File: src/rtl/vga_pkg.sv
// Shared definitions for the VGA frame capture block: default frame
// geometry, the packed 24-bit pixel type, the capture FSM states and the
// edge-kind selector used by the edge detector.
package vga_pkg;

    localparam int H_ACTIVE_DEF = 200;
    localparam int V_ACTIVE_DEF = 600;
    localparam int ADR_W_DEF    = 17;

    // One framebuffer word: {R,G,B}
    typedef logic [23:0] pixel_t;

    // Capture controller states
    typedef enum logic [1:0] {
        IDLE  = 2'd0,
        VSYNC = 2'd1,
        FRAME = 2'd2
    } cap_state_t;

    // Which transition an edge detector reports
    typedef enum logic [1:0] {
        EDGE_RISE = 2'd0,
        EDGE_FALL = 2'd1
    } edge_kind_t;

    // Pack three colour channels into one framebuffer word
    function automatic pixel_t pack_rgb(input logic [7:0] r,
                                        input logic [7:0] g,
                                        input logic [7:0] b);
        return {r, g, b};
    endfunction

endpackage

File: src/rtl/vga_edge_det.sv
// Registered edge detector for a slow signal sampled as data.
// The input is registered every clock; the "previous" register only
// advances when en is high, so with en tied to the pixel strobe the edge
// is judged against the value seen at the previous pixel.
module vga_edge_det
    import vga_pkg::*;
#(
    parameter edge_kind_t EDGE    = EDGE_RISE,
    parameter logic       RST_VAL = 1'b1
) (
    input  logic CLOCK_50,
    input  logic RESET_N,
    input  logic en,
    input  logic d,
    output logic stb
);

    logic d_reg;
    logic prev_reg;

    // Sample the input each clock; remember the value at the last enable
    always_ff @(posedge CLOCK_50 or negedge RESET_N) begin
        if (!RESET_N) begin
            d_reg    <= RST_VAL;
            prev_reg <= RST_VAL;
        end else begin
            d_reg <= d;
            if (en) begin
                prev_reg <= d_reg;
            end
        end
    end

    // Report the selected transition only while enabled
    always_comb begin
        stb = 1'b0;
        if (EDGE == EDGE_RISE) begin
            stb = en & d_reg & ~prev_reg;
        end else begin
            stb = en & ~d_reg & prev_reg;
        end
    end

endmodule

File: src/rtl/vga_capture.sv
// VGA frame capture: watches a VGA output bus (pixel clock sampled as data
// on CLOCK_50), and when armed at vsync writes the active area of the next
// frame into a framebuffer, one strobed write per active pixel at address
// x + y*H_ACTIVE. Pixels outside the active window are dropped.
// Optional macro VGA_CAPTURE_ERR_EN enables the sticky geometry checker
// (short line or wrong line count); without it err_geom is tied low.
module vga_capture
    import vga_pkg::*;
#(
    parameter int H_ACTIVE = H_ACTIVE_DEF,
    parameter int V_ACTIVE = V_ACTIVE_DEF,
    parameter int ADR_W    = ADR_W_DEF
) (
    input  logic             CLOCK_50,
    input  logic             RESET_N,
    input  logic             VGA_CLK,
    input  logic             VGA_HS,
    input  logic             VGA_VS,
    input  logic             VGA_BLANK_N,
    input  logic [7:0]       VGA_R,
    input  logic [7:0]       VGA_G,
    input  logic [7:0]       VGA_B,
    input  logic             cap_en,
    output logic             fb_we,
    output logic [ADR_W-1:0] fb_adr,
    output pixel_t           fb_d,
    output logic             frame_done,
    output logic             err_geom
);

    // Counters need one value past the active range so they can saturate
    localparam int XW = $clog2(H_ACTIVE + 1);
    localparam int YW = $clog2(V_ACTIVE + 1);
    localparam logic [XW-1:0] X_MAX = XW'(H_ACTIVE);
    localparam logic [YW-1:0] Y_MAX = YW'(V_ACTIVE);

    // Sampled bus and detected events
    logic   blank_reg;
    pixel_t rgb_reg;
    logic   pix_stb;
    logic   hs_fall;
    logic   vs_fall;
    logic   vs_rise;

    // Controller state
    cap_state_t       state_reg, state_next;
    logic [XW-1:0]    x_reg, x_next;
    logic [YW-1:0]    y_reg, y_next;
    logic             armed_reg, armed_next;
    logic             fb_we_reg, fb_we_next;
    logic [ADR_W-1:0] fb_adr_reg, fb_adr_next;
    pixel_t           fb_d_reg, fb_d_next;
    logic             frame_done_reg, frame_done_next;

    // Per-strobe datapath results
    logic             pix_write;
    logic [ADR_W-1:0] pix_adr;
    logic [XW-1:0]    x_pix;
    logic             line_adv;
    logic [XW-1:0]    x_line;
    logic [YW-1:0]    y_line;

    // Pixel clock: strobe when sampled high after being sampled low
    vga_edge_det #(.EDGE(EDGE_RISE), .RST_VAL(1'b1)) u_clk_det (
        .CLOCK_50 (CLOCK_50),
        .RESET_N  (RESET_N),
        .en       (1'b1),
        .d        (VGA_CLK),
        .stb      (pix_stb)
    );

    // Sync edges are judged strobe-to-strobe, not clock-to-clock
    vga_edge_det #(.EDGE(EDGE_FALL), .RST_VAL(1'b1)) u_hs_det (
        .CLOCK_50 (CLOCK_50),
        .RESET_N  (RESET_N),
        .en       (pix_stb),
        .d        (VGA_HS),
        .stb      (hs_fall)
    );

    vga_edge_det #(.EDGE(EDGE_FALL), .RST_VAL(1'b1)) u_vs_fall_det (
        .CLOCK_50 (CLOCK_50),
        .RESET_N  (RESET_N),
        .en       (pix_stb),
        .d        (VGA_VS),
        .stb      (vs_fall)
    );

    vga_edge_det #(.EDGE(EDGE_RISE), .RST_VAL(1'b1)) u_vs_rise_det (
        .CLOCK_50 (CLOCK_50),
        .RESET_N  (RESET_N),
        .en       (pix_stb),
        .d        (VGA_VS),
        .stb      (vs_rise)
    );

    // Register blank and colour in the same stage as the sync/clock samples
    always_ff @(posedge CLOCK_50 or negedge RESET_N) begin
        if (!RESET_N) begin
            blank_reg <= 1'b0;
            rgb_reg   <= '0;
        end else begin
            blank_reg <= VGA_BLANK_N;
            rgb_reg   <= pack_rgb(VGA_R, VGA_G, VGA_B);
        end
    end

    // Pixel write decision, then line advance applied to the post-write x
    always_comb begin
        pix_write = pix_stb && blank_reg && (x_reg < X_MAX) && (y_reg < Y_MAX);
        pix_adr   = ADR_W'(x_reg) + ADR_W'(y_reg) * ADR_W'(H_ACTIVE);
        x_pix     = x_reg;
        if (pix_stb && blank_reg && (x_reg < X_MAX)) begin
            x_pix = x_reg + XW'(1);
        end
        line_adv = hs_fall && (x_pix != '0);
        x_line   = line_adv ? '0 : x_pix;
        y_line   = y_reg;
        if (line_adv && (y_reg < Y_MAX)) begin
            y_line = y_reg + YW'(1);
        end
    end

    // Controller next-state and output logic
    always_comb begin
        state_next      = state_reg;
        x_next          = x_reg;
        y_next          = y_reg;
        armed_next      = armed_reg;
        fb_we_next      = 1'b0;
        fb_adr_next     = fb_adr_reg;
        fb_d_next       = fb_d_reg;
        frame_done_next = 1'b0;
        unique case (state_reg)
            IDLE: begin
                if (vs_fall) begin
                    state_next = VSYNC;
                    armed_next = cap_en;
                    x_next     = '0;
                    y_next     = '0;
                end
            end
            VSYNC: begin
                x_next = '0;
                y_next = '0;
                if (vs_rise) begin
                    state_next = armed_reg ? FRAME : IDLE;
                end
            end
            FRAME: begin
                if (pix_write) begin
                    fb_we_next  = 1'b1;
                    fb_adr_next = pix_adr;
                    fb_d_next   = rgb_reg;
                end
                if (pix_stb) begin
                    x_next = x_line;
                    y_next = y_line;
                end
                if (vs_fall) begin
                    frame_done_next = 1'b1;
                    state_next      = VSYNC;
                    armed_next      = cap_en;
                    x_next          = '0;
                    y_next          = '0;
                end
            end
            default: begin
                state_next = IDLE;
            end
        endcase
    end

    // Controller state and output registers
    always_ff @(posedge CLOCK_50 or negedge RESET_N) begin
        if (!RESET_N) begin
            state_reg      <= IDLE;
            x_reg          <= '0;
            y_reg          <= '0;
            armed_reg      <= 1'b0;
            fb_we_reg      <= 1'b0;
            fb_adr_reg     <= '0;
            fb_d_reg       <= '0;
            frame_done_reg <= 1'b0;
        end else begin
            state_reg      <= state_next;
            x_reg          <= x_next;
            y_reg          <= y_next;
            armed_reg      <= armed_next;
            fb_we_reg      <= fb_we_next;
            fb_adr_reg     <= fb_adr_next;
            fb_d_reg       <= fb_d_next;
            frame_done_reg <= frame_done_next;
        end
    end

    assign fb_we      = fb_we_reg;
    assign fb_adr     = fb_adr_reg;
    assign fb_d       = fb_d_reg;
    assign frame_done = frame_done_reg;

`ifdef VGA_CAPTURE_ERR_EN
    logic err_reg;

    // Sticky: a non-empty line shorter than H_ACTIVE, or a frame whose
    // line count is not exactly V_ACTIVE
    always_ff @(posedge CLOCK_50 or negedge RESET_N) begin
        if (!RESET_N) begin
            err_reg <= 1'b0;
        end else if (state_reg == FRAME) begin
            if ((line_adv && (x_pix < X_MAX)) || (vs_fall && (y_line != Y_MAX))) begin
                err_reg <= 1'b1;
            end
        end
    end

    assign err_geom = err_reg;
`else
    assign err_geom = 1'b0;
`endif

endmodule

File: config.mk
export PLATFORM = sky130hd
export DESIGN_NAME = vga_capture
export DESIGN_NICKNAME = d
export VERILOG_FILES = /design/src/rtl/vga_pkg.sv /design/src/rtl/vga_edge_det.sv /design/src/rtl/vga_capture.sv
export SDC_FILE = /design/constraint.sdc
export NUM_CORES = 1
export LEC_CHECK = 0
export CORE_MARGIN = 3
export CORE_UTILIZATION = 25
export DETAILED_ROUTE_END_ITERATION = 10
export PLACE_DENSITY = 0.42
export SLEW_MARGIN = 5
export SYNTH_ARGS = -nofsm -noshare
export SYNTH_HDL_FRONTEND = slang
export SYNTH_HIERARCHICAL = 1
export SYNTH_SLANG_ARGS = --single-unit
File: constraint.sdc
create_clock -name CLOCK_50 -period 4.4 [get_ports CLOCK_50]
set_input_delay 0.88 -clock CLOCK_50 [delete_from_list [all_inputs] [get_ports CLOCK_50]]
set_output_delay 0.88 -clock CLOCK_50 [all_outputs]
set_load 0.005 [all_outputs]
# Yosys cells after proc, flatten, opt, wreduce, memory -nomap -nowiden
# Cells that the tools add are included.
# word_totals
latchBits	0
elab_cells	73
reg_bits	95
ramBits	0
mem_bits_ro	0
input_bits	31
n_memories	0
output_inout_bits	44
# op_classes
n_shift	0
div_mod_pow	0
reduce_logical	14
n_bitwise	11
add_sub_neg	3
n_eq_ne	7
order_cmp	2
muxes	19
mul	1
# op_table
op	count
10-bit two-way mux	4
8-bit two-way mux	5
10-bit case mux with 3 select lines	1
8-bit case mux with 3 select lines	1
8-bit by 17-bit adder with 17-bit output	1
10-bit by 5-bit multiplier with 14-bit output, second input constant	1
10-bit by 1-bit adder with 10-bit output, second input constant	1
10-bit less-than comparator, second input constant	1
8-bit by 1-bit adder with 8-bit output, second input constant	1
8-bit less-than comparator, second input constant	1
8-bit nonzero test	1
1-bit bitwise AND	7
2-bit two-way mux	3
2-bit by 1-bit != test with 1-bit output, second input constant	3
3-bit by 2-bit != test with 1-bit output, second input constant	2
2-bit AND reduction	3
1-bit logical AND	5
1-bit two-way mux	4
1-bit inverter	4
2-bit case mux with 2 select lines	1
4-bit AND reduction	1
3-bit AND reduction	1
3-bit nonzero test	1
2-bit by 1-bit == test with 1-bit output, second input constant	1
3 further kinds	3

# Longest topological paths before layout
# Gate-level depths: netlist (run 1).
# logic_depth
ltp_word	12
ltp_mapped	15
ltp_nobuf	15

# Hierarchy
# The synthesis (run 1) kept the hierarchy.
# by_module_without_submodules
module	seq_area_each_um2	area_each_um2	cells_per_inst	instances
vga_capture	2227.1	4734.5	482	1
vga_edge_det	52.6	77.6	4	4

# Worst setup path after synthesis (run 1)
# No wires, ideal clock.
# synth_path
path_kind	register -> register
start	reg y_reg[3]
end	reg fb_adr_reg[16], in the netlist fb_adr[16]
setup_ns	0.125
t_required_ns	4.275
t_arrival_ns	3.098
synth_period_minus_slack_ns	3.223
n_path_buf	0
path_stages_with_launch	14
path_slack_ns	1.177
path_cell_list	dfrtp_1 ha_1 ha_1 inv_1 fa_1 inv_1 ha_1 or2_2 o22ai_1 xnor2_1 nand3_1 nor4b_1 a211o_1 nand3_1
# synth_between
elab_chain_cells	3
word_cells_on_any_way	5
classes_between	1 x add/sub; 1 x mul; 1 x order compare; 2 x reduce/logical
# synth_rtl
element	line_no	source
start: declaration	vga_capture.sv:48	logic [YW-1:0] y_reg, y_next;
start signal: assignment	vga_capture.sv:188	y_reg <= y_next;
parallel branches: the longest is 3 deep, another holds 8-bit by 17-bit adder with 17-bit output	-	
end signal: assignment	vga_capture.sv:191	fb_adr_reg <= fb_adr_next;
end: declaration	vga_capture.sv:51	logic [ADR_W-1:0] fb_adr_reg, fb_adr_next;
# Parallel ways; which one is timed is not known.
# A chain may end at the register's enable or synchronous reset.

# Final worst setup path (run 1)
# Same ends and word-level chain as after synthesis.

==> results of run 1 <==
==> final cells by class <==
type | count | area [um^2]
sequential | 97 | 2440
tap | 265 | 332
clock buffer | 10 | 229
fill | 2072 | 13300
inverter | 31 | 116
multi-input combinational | 356 | 2420
timing repair buffer | 77 | 758
clock inverter | 6 | 67.6
==> Yosys cell counts, drive strengths merged, types with 4 or more instances <==
cell type / number / area share
a21o: 5 / 0.0074
a21oi: 18 / 0.019
and3b: 5 / 0.0097
buf: 7 / 0.0089
clkbuf: 8 / 0.0060
dfrtp: 89 / 0.44
dfstp: 8 / 0.042
fa: 6 / 0.024
ha: 42 / 0.10
inv: 31 / 0.023
mux2: 6 / 0.016
mux2i: 5 / 0.0099
nand2: 113 / 0.084
nand3: 9 / 0.0089
nand4: 5 / 0.0062
nor2: 17 / 0.013
nor3: 6 / 0.0060
nor4b: 4 / 0.0069
o211ai: 6 / 0.0089
o21ai: 28 / 0.028
xnor2: 11 / 0.019
xor2: 10 / 0.017
==> final timing paths <==
| path | to | slack (ns) | cells past startpoint |
|---|---|---|---|
| worst min-delay path | rgb_reg[0] | 0.43 | 1 |
| worst max-delay path | fb_adr[16] | 0.88 | 11 |
| worst max register to register | fb_adr[16] | 0.88 | 11 |
| worst min register to register | fb_d[8] | 0.44 | 2 |
| min in group CLOCK_50 | fb_d[8] | 0.44 | 2 |
| max in group asynchronous | fb_d[6] | 3.12 | 2 |
==> cells by family (layout without fill, tap and decap cells) <==
kind of cell             after synthesis  count (layout)  share of synthesized area
other                                  2               3                    0.00149
multiplexers                          11              11                     0.0263
AND/OR/NAND/NOR                      187             187                      0.175
flip-flops                            97              97                      0.483
AO/OA/AOI/OAI                         86              86                      0.111
buffers and inverters                 46             124                     0.0379
adder cells (fa/ha/maj)               48              48                      0.128
XOR/XNOR                              21              21                     0.0365
==> per-layer routing <==
layer,up-vias,GRT usage
li1,1847,-
met1,1784,0.153
met2,59,0.179
met3,8,0.0338
met4,0,0.0259
met5,-,0
==> stage by stage <==
stage,hold WS [ns],cells,cell area [um^2],utilization,worst slack [ns]
2_1_floorplan,0.414,499,5050,-,1.18
3_3_place_gp,0.418,826,6060,0.309,1.01
3_5_place_dp,0.422,826,6060,0.309,0.897
4_1_cts,0.433,842,6360,0.324,0.874
5_1_grt,0.450,842,6360,0.324,0.612
6_report,0.435,842,6360,0.324,0.880
==> worst max-delay path, cell delays in order, from the launching register on <==
cell	delay [ns]
dfrtp_1	0.46
ha_1	0.31
ha_1	0.32
fa_1	0.46
ha_1	0.38
nor2b_1	0.22
o22ai_1	0.13
xnor2_1	0.26
nand3_1	0.18
nor4b_1	0.42
a211o_1	0.19
nand3_1	0.07
==> power breakdown <==
part	internal [uW]	total (uW)	switching, uW
Clock	443	793	350
Sequential	933	954	21.5
Combinational	77.6	163	85.6
==> cells in the final DEF (no fill, tap or decap), types with 3 or more instances in the layout <==
| cell type | count |
|---|---|
| clkdlybuf4s50_1 | 72 |
| ha_1 | 42 |
| xnor2_1 | 11 |
| a22o_1 | 3 |
| and3_1 | 3 |
| nor3_1 | 6 |
| nand4_1 | 5 |
| nand2_1 | 113 |
| a211oi_1 | 3 |
| o31ai_1 | 3 |
| a21o_1 | 5 |
| nor4b_1 | 4 |
| inv_1 | 31 |
| nand2b_1 | 3 |
| or2_2 | 3 |
| a31oi_1 | 3 |
| mux2i_1 | 5 |
| conb_1 | 3 |
| and3b_2 | 4 |
| mux2_4 | 4 |
| nor2_1 | 17 |
| nor2b_1 | 3 |
| dfrtp_1 | 89 |
| o21ai_0 | 26 |
| dfstp_2 | 8 |
| xor2_1 | 10 |
| nand3_1 | 9 |
| o211ai_1 | 6 |
| buf_4 | 5 |
| a21oi_1 | 17 |
| fa_1 | 6 |
| clkbuf_16 | 9 |
| o22ai_1 | 3 |
==> flow_metrics.env, run 1 <==
export IMPL_status="finished clean"
export IMPL_setup_viol=0
export IMPL_clock_latency_ns=0.34
export IMPL_drt_total_wl_mm=11.8
export IMPL_grt_pass1_vias=3895
export IMPL_place_hpwl_mm=8.55
export IMPL_htreeDepth=3
export IMPL_drc=0
export IMPL_p_per_area_nw_per_um2=300
export IMPL_reg2reg_from="y_reg[3]"
export IMPL_nNetsFinal=651
export IMPL_tns_ns=0
export IMPL_antenna_cells=0
export IMPL_syn_inst=498
export IMPL_wl_met1_mm=5.76
export IMPL_die_area_um2=21900
export IMPL_ir_drop_v=0.000163
export IMPL_worstPathMaxFanout=6
export IMPL_hold_viol_final=0
export IMPL_post_route_cells_drive_above_1_share=0.0832
export IMPL_die_x_um=148
export IMPL_relSlewSlack=0.568
export IMPL_timing_final_crit_share=0.800
export IMPL_finalMaxSlewViolations=0
export IMPL_drt_iter0_markers=138
export IMPL_grt_max_degree=54
export IMPL_cp_data_arrival_time_ns=3.75
export IMPL_fmax_mhz=284
export IMPL_vias=3698
export IMPL_cts_tree="yes"
export IMPL_detail_route_first_pass_iterations=5
export IMPL_async_flop_share=1.00
export IMPL_end_kind="register"
export IMPL_power_uw=1910
export IMPL_cts_sinks=97
export IMPL_gp_congestion=0.787
export IMPL_cts_buffers=9
export IMPL_seq_area_frac_synth=0.483
export IMPL_dr_max_layer_used="met4"
export IMPL_wl_met2_mm=5.50
export IMPL_rows=51
export IMPL_syn_area_um2=5040
export IMPL_avgSynthCellArea_um2=10.1
export IMPL_wl_met3_um=440
export IMPL_core_area_um2=19700
export IMPL_clk_pin_slew_ns=0.07
export IMPL_synth_ff_type="dfrtp_1"
export IMPL_start_util=0.257
export IMPL_clock_path_buffers=2
export IMPL_min_path_type="primary input to asynchronous set/reset pin"
export IMPL_path_class="register to register"
export IMPL_crit_path_start="y_reg[3]"
export IMPL_p_leak_uw=0.00301
export IMPL_ctsRootBufferMaster="clkbuf_16"
export IMPL_io_buffers=73
export IMPL_gr_usage_all_layers=0.113
export IMPL_worstPathRequired_ns=4.63
export IMPL_synth_edf_count=0
export IMPL_grt_remaining_overflow=0
export IMPL_post_cts_buffers=0
export IMPL_ys_ff_latch=97
export IMPL_routedWlPerCell_um=14.0
export IMPL_drv_cap=0
export IMPL_worst_slew_pin_slew_ns=0.641
export IMPL_ys_types=61
export IMPL_io_pin_count=75
export IMPL_die_h_um=148
export IMPL_vias_per_cell=4.39
export IMPL_ctsHoldBuffers=0
export IMPL_critical_path_startpoint_type="register"
export IMPL_fin_skew_ns=0.00619
export IMPL_period_needed_ns=3.52
export IMPL_area_growth_pct=26.1
export IMPL_antenna_found_initial=0
export IMPL_synth_warnings=6
export IMPL_rsz0062_at_grt="no"
export IMPL_cts_resized=0
export IMPL_final_antenna_net_count=0
export IMPL_grt_pass1_wl_mm=20.1
(Power assumes the default switching activity.)
==> inputs of run 2 (changes only) <==
--- a/config.mk
+++ b/config.mk
@@ -8,7 +8,7 @@
 export CORE_MARGIN = 3
 export CORE_UTILIZATION = 25
 export DETAILED_ROUTE_END_ITERATION = 10
-export PLACE_DENSITY = 0.42
+export PLACE_DENSITY = 0.43
 export SLEW_MARGIN = 5
 export SYNTH_ARGS = -nofsm -noshare
 export SYNTH_HDL_FRONTEND = slang
==> constraint.sdc (replaced) <==
create_clock -name CLOCK_50 -period 3.1 [get_ports CLOCK_50]
set_input_delay 0.62 -clock CLOCK_50 [delete_from_list [all_inputs] [get_ports CLOCK_50]]
set_output_delay 0.62 -clock CLOCK_50 [all_outputs]
set_load 0.005 [all_outputs]
==> flow_metrics.env, run 2 (synthesis results as in run 1) <==
export IMPL_io_buffers=73
export IMPL_path_class="register to register"
export IMPL_ctsHoldBuffers=0
export IMPL_ctsRootBufferMaster="clkbuf_16"
export IMPL_start_util=0.257
export IMPL_layout_common_cells="nand2_1, dfrtp_1, clkdlybuf4s50_1"
export IMPL_drv_cap=0
export IMPL_finalMaxSlewViolations=0
export IMPL_fmax_mhz=313
export IMPL_relSlewSlack=0.550
export IMPL_grt_remaining_overflow=0
export IMPL_critical_path_startpoint_type="register"
export IMPL_die_area_um2=21900
export IMPL_grt_pass1_vias=3994
export IMPL_setup_ws_ns=-0.0982
export IMPL_p_leak_uw=0.00338
export IMPL_vias=3915
export IMPL_gr_usage_all_layers=0.115
export IMPL_grt_use_met2=0.185
export IMPL_htreeDepth=3
export IMPL_hold_ws_ns=0.320
export IMPL_grt_most_used_layer="met2"
export IMPL_io_pin_count=75
export IMPL_fin_skew_ns=0.0102
export IMPL_violations="negative setup slack"
export IMPL_place_hpwl_mm=8.86
export IMPL_area_growth_pct=42.2
export IMPL_vias_per_cell=4.39
export IMPL_drt_total_wl_mm=12.1
export IMPL_rsz0062_at_grt="yes"
export IMPL_cts_sinks=97
export IMPL_final_antenna_net_count=0
export IMPL_drc=0
export IMPL_cts_tree="yes"
export IMPL_grt_pass1_wl_mm=20.4
export IMPL_core_area_um2=19700
export IMPL_detail_route_first_pass_iterations=5
export IMPL_clock_path_buffers=2
export IMPL_layout_commonest_cell="nand2_1"
export IMPL_post_route_cells_drive_above_1_share=0.211
export IMPL_routedWlPerCell_um=13.5
export IMPL_die_h_um=148
export IMPL_timing_final_crit_share=1.03
export IMPL_drt_iter0_markers=217
export IMPL_min_path_type="primary input to asynchronous set/reset pin"
export IMPL_p_per_area_nw_per_um2=403
export IMPL_die_x_um=148
export IMPL_grt_use_met1=0.153
export IMPL_antenna_found_initial=0
export IMPL_grt_max_degree=51
export IMPL_fin_cells=891
export IMPL_rows=51
export IMPL_cp_data_arrival_time_ns=3.42
export IMPL_ir_drop_v=0.000266
export IMPL_period_needed_ns=3.20
export IMPL_worstPathRequired_ns=3.32
export IMPL_cts_buffers=9
export IMPL_worst_slew_pin_slew_ns=0.675
export IMPL_setup_viol=4
export IMPL_end_kind="register"
export IMPL_clk_pin_slew_ns=0.07
export IMPL_dp_cells=864
export IMPL_place_area_um2=6430
export IMPL_nNetsFinal=700
export IMPL_pre_cts_slack_ns=-0.167
export IMPL_worstPathMaxFanout=4
export IMPL_gp_congestion=0.769
export IMPL_clock_latency_ns=0.34
export IMPL_antenna_cells=0
export IMPL_hold_viol_final=0
export IMPL_met3_usage=0.0277
export IMPL_status="complete, but fails checks"
export IMPL_final_cell_area_um2=7170
export IMPL_power_uw=2890
-- run 2: per-stage QoR --
| stage | util | TNS (ns) |
|---|---|---|
| floorplan | - | 0 |
| global placement | 0.327 | -0.357 |
| detailed placement | 0.327 | -0.726 |
| CTS | 0.353 | -0.360 |
| global route | 0.365 | -1.20 |
| finish | 0.365 | -0.318 |
-- run 2: layer usage --
metal	share of wire	up-vias
li1	-	1944
met1	0.48	1896
met2	0.47	64
met3	0.034	11
met4	0.014	0
met5	0	-
-- run 2: final timing paths --
check                           cells past startpoint    endpoint   startpoint  slack (ns)
worst max-delay path                               16  fb_adr[15]     y_reg[5]        -0.1
worst min-delay path                                1     fb_d[0]      RESET_N        0.32
worst max register to register                     16  fb_adr[15]     y_reg[5]        -0.1
worst min register to register                      2    fb_d[17]  rgb_reg[17]        0.44
max in group asynchronous                           2     fb_d[8]      RESET_N        2.08
min in group CLOCK_50                               2    fb_d[17]  rgb_reg[17]        0.44
-- run 2: repair_timing --
action                                  4_1_cts  5_1_grt
gates resized for setup                      26       22
endpoints found under the setup margin        6        6
buffers inserted                              5        6
gates cloned                                  0        0
pin swaps                                    17       17
-- run 2: final cells by class --
class	count	area, um^2
sequential	97	2440
clock inverter	6	113
tap	265	332
fill	1983	12500
inverter	31	116
timing repair buffer	126	1160
multi-input combinational	356	2780
clock buffer	10	239
-- run 2: power breakdown --
part | switching [uW] | internal [uW]
combinational | 126 | 120
sequential | 30.2 | 1320
clock | 481 | 813
total | 637 | 2260
-- run 2: worst max-delay path, cell delays in order, from the launching register on --
cell and delay, ns:
dfrtp_1 0.39, inv_1 0.06, ha_1 0.27, inv_1 0.04
ha_1 0.26, inv_1 0.04, fa_1 0.49, inv_2 0.05
ha_4 0.23, a21oi_4 0.12, nand2b_4 0.14, nand3b_1 0.16
xnor2_4 0.19, buf_4 0.15, nor4_4 0.28, xnor2_1 0.15
o21ai_1 0.07
==> inputs of run 3 (changes only) <==
--- a/config.mk
+++ b/config.mk
@@ -5,6 +5,7 @@
 export SDC_FILE = /design/constraint.sdc
 export NUM_CORES = 1
 export LEC_CHECK = 0
+export CORE_ASPECT_RATIO = 0.7
 export CORE_MARGIN = 3
 export CORE_UTILIZATION = 25
 export DETAILED_ROUTE_END_ITERATION = 10
==> flow_metrics.env, run 3 (synthesis results as in run 1) <==
export IMPL_vias_per_cell=4.39
export IMPL_layout_commonest_cell="nand2_1"
export IMPL_rows=42
export IMPL_period_needed_ns=3.11
export IMPL_drt_iter0_markers=245
export IMPL_rsz0062_at_grt="yes"
export IMPL_vias=3907
export IMPL_htreeDepth=3
export IMPL_cts_buffers=9
export IMPL_cp_data_arrival_time_ns=3.35
export IMPL_clock_path_buffers=2
export IMPL_ir_drop_v=0.000228
export IMPL_io_pin_count=75
export IMPL_status="complete, but fails checks"
export IMPL_detail_route_first_pass_iterations=4
export IMPL_cpPeakStageDelay_ns=0.48
export IMPL_gp_congestion=0.790
export IMPL_timing_final_crit_share=1.00
export IMPL_core_area_um2=19300
export IMPL_cts_tree="yes"
export IMPL_gr_usage_all_layers=0.117
export IMPL_worstPathMaxFanout=4
export IMPL_clock_latency_ns=0.35
export IMPL_worst_slew_pin_slew_ns=0.750
export IMPL_relSlewSlack=0.500
export IMPL_path_common_cell="inv_2"
export IMPL_die_area_um2=21900
export IMPL_path_class="register to register"
export IMPL_fmax_mhz=322
export IMPL_p_leak_uw=0.00329
export IMPL_antenna_cells=0
export IMPL_routedWlPerCell_um=14.0
export IMPL_clk_pin_slew_ns=0.08
export IMPL_nNetsFinal=700
export IMPL_slowest_stage="fa_1"
export IMPL_cp_cell_sequence="ha_4 > inv_2 > ha_1 > inv_2 > fa_1 > inv_2 > ha_4 > a21oi_4 > nand2b_4 > nand3b_1 > xnor2_4 > nor4b_4 > a211o_1 > nand3_1"
export IMPL_grt_pass1_wl_mm=20.7
export IMPL_min_path_type="primary input to asynchronous set/reset pin"
export IMPL_die_x_um=176
export IMPL_final_core_util=0.366
export IMPL_setup_viol=1
export IMPL_die_h_um=125
export IMPL_io_buffers=73
export IMPL_antenna_found_initial=0
export IMPL_setup_ws_ns=-0.00776
export IMPL_final_antenna_net_count=0
export IMPL_p_per_area_nw_per_um2=395
export IMPL_area_growth_pct=40.1
export IMPL_drv_cap=0
export IMPL_start_util=0.261
export IMPL_grt_max_degree=58
export IMPL_fin_skew_ns=0.0105
export IMPL_end_kind="register"
export IMPL_drc=0
export IMPL_worstPathRequired_ns=3.34
export IMPL_place_hpwl_mm=9.19
export IMPL_power_uw=2790
export IMPL_cts_sinks=97
export IMPL_violations="negative setup slack"
export IMPL_hold_viol_final=0
export IMPL_drt_total_wl_mm=12.5
export IMPL_grt_pass1_vias=3880
export IMPL_finalMaxSlewViolations=0
export IMPL_layout_common_cells="nand2_1, dfrtp_1, clkdlybuf4s50_1"
export IMPL_critical_path_startpoint_type="register"
export IMPL_ctsRootBufferMaster="clkbuf_16"
export IMPL_grt_remaining_overflow=0
export IMPL_post_route_cells_drive_above_1_share=0.222
export IMPL_ctsHoldBuffers=0
[run 3: changes by cell type in the layout (fill, tap and decap cells not counted), moves of 3 or more]
cell | previous run | this run
inv_1 | 29 | 25
ha_4 | 9 | 12
buf_4 | 50 | 53
xnor2_2 | 0 | 3
ha_1 | 33 | 29
inv_2 | 2 | 6
[run 3: per-layer routing]
| metal | GRT usage | routed length [um] |
|---|---|---|
| met5 | 0 | 0 |
| met4 | 0.0251 | 106 |
| met3 | 0.0335 | 717 |
| met2 | 0.155 | 4880 |
| met1 | 0.184 | 6790 |
[run 3: stage by stage]
| stage | hold slack (ns) | std cells | TNS [ns] | instance area (um^2) | worst slack (ns) |
|---|---|---|---|---|---|
| final | 0.303 | 890 | -0.00776 | 7070 | -0.00776 |
| after global routing | 0.360 | 890 | -0.554 | 7070 | -0.192 |
| after CTS | 0.344 | 890 | -0.0264 | 6940 | -0.0165 |
| after detailed placement | 0.419 | 865 | -0.595 | 6430 | -0.155 |
| after global placement | 0.417 | 865 | -0.410 | 6430 | -0.112 |
| after floorplan | 0.324 | 499 | 0 | 5120 | 0.0324 |
[run 3: layout make-up]
type | instances | area (um^2)
timing repair buffer | 126 | 1130
clock inverter | 6 | 85.1
sequential | 97 | 2440
fill | 1978 | 12300
inverter | 31 | 116
tap | 264 | 330
multi-input combinational | 356 | 2730
clock buffer | 10 | 239
[run 3: report_power, final]
part | switching, uW | internal, uW
logic | 128 | 119
registers | 31.7 | 1320
clock network | 522 | 669
[run 3: what timing repair did]
action / 4_1_cts / 5_1_grt
setup endpoints to repair: 6 / 6
setup buffers: 9 / 0
pin swaps: 23 / 10
resized for setup: 24 / 21
[run 3: worst paths after layout]
kind                        startpoint          end  slack [ns]  cells after the start
max                           y_reg[4]   fb_adr[16]      -0.008                     14
min                            RESET_N  rgb_reg[10]        0.30                      1
max reg2reg                   y_reg[4]   fb_adr[16]      -0.008                     14
min reg2reg                rgb_reg[15]     fb_d[15]        0.44                      2
max in group asynchronous      RESET_N  rgb_reg[16]        2.01                      2
min in group CLOCK_50      rgb_reg[15]     fb_d[15]        0.44                      2
[run 3: critical path, delay by kind of cell (launching register included)]
| kind | cells | cell delay [ns] |
|---|---|---|
| fa+ha+maj | 4 | 1.27 |
| simple gates | 4 | 0.66 |
| flops | 1 | 0.46 |
| compound gates | 2 | 0.29 |
| xor+xnor | 1 | 0.20 |
| buf+inv | 3 | 0.12 |
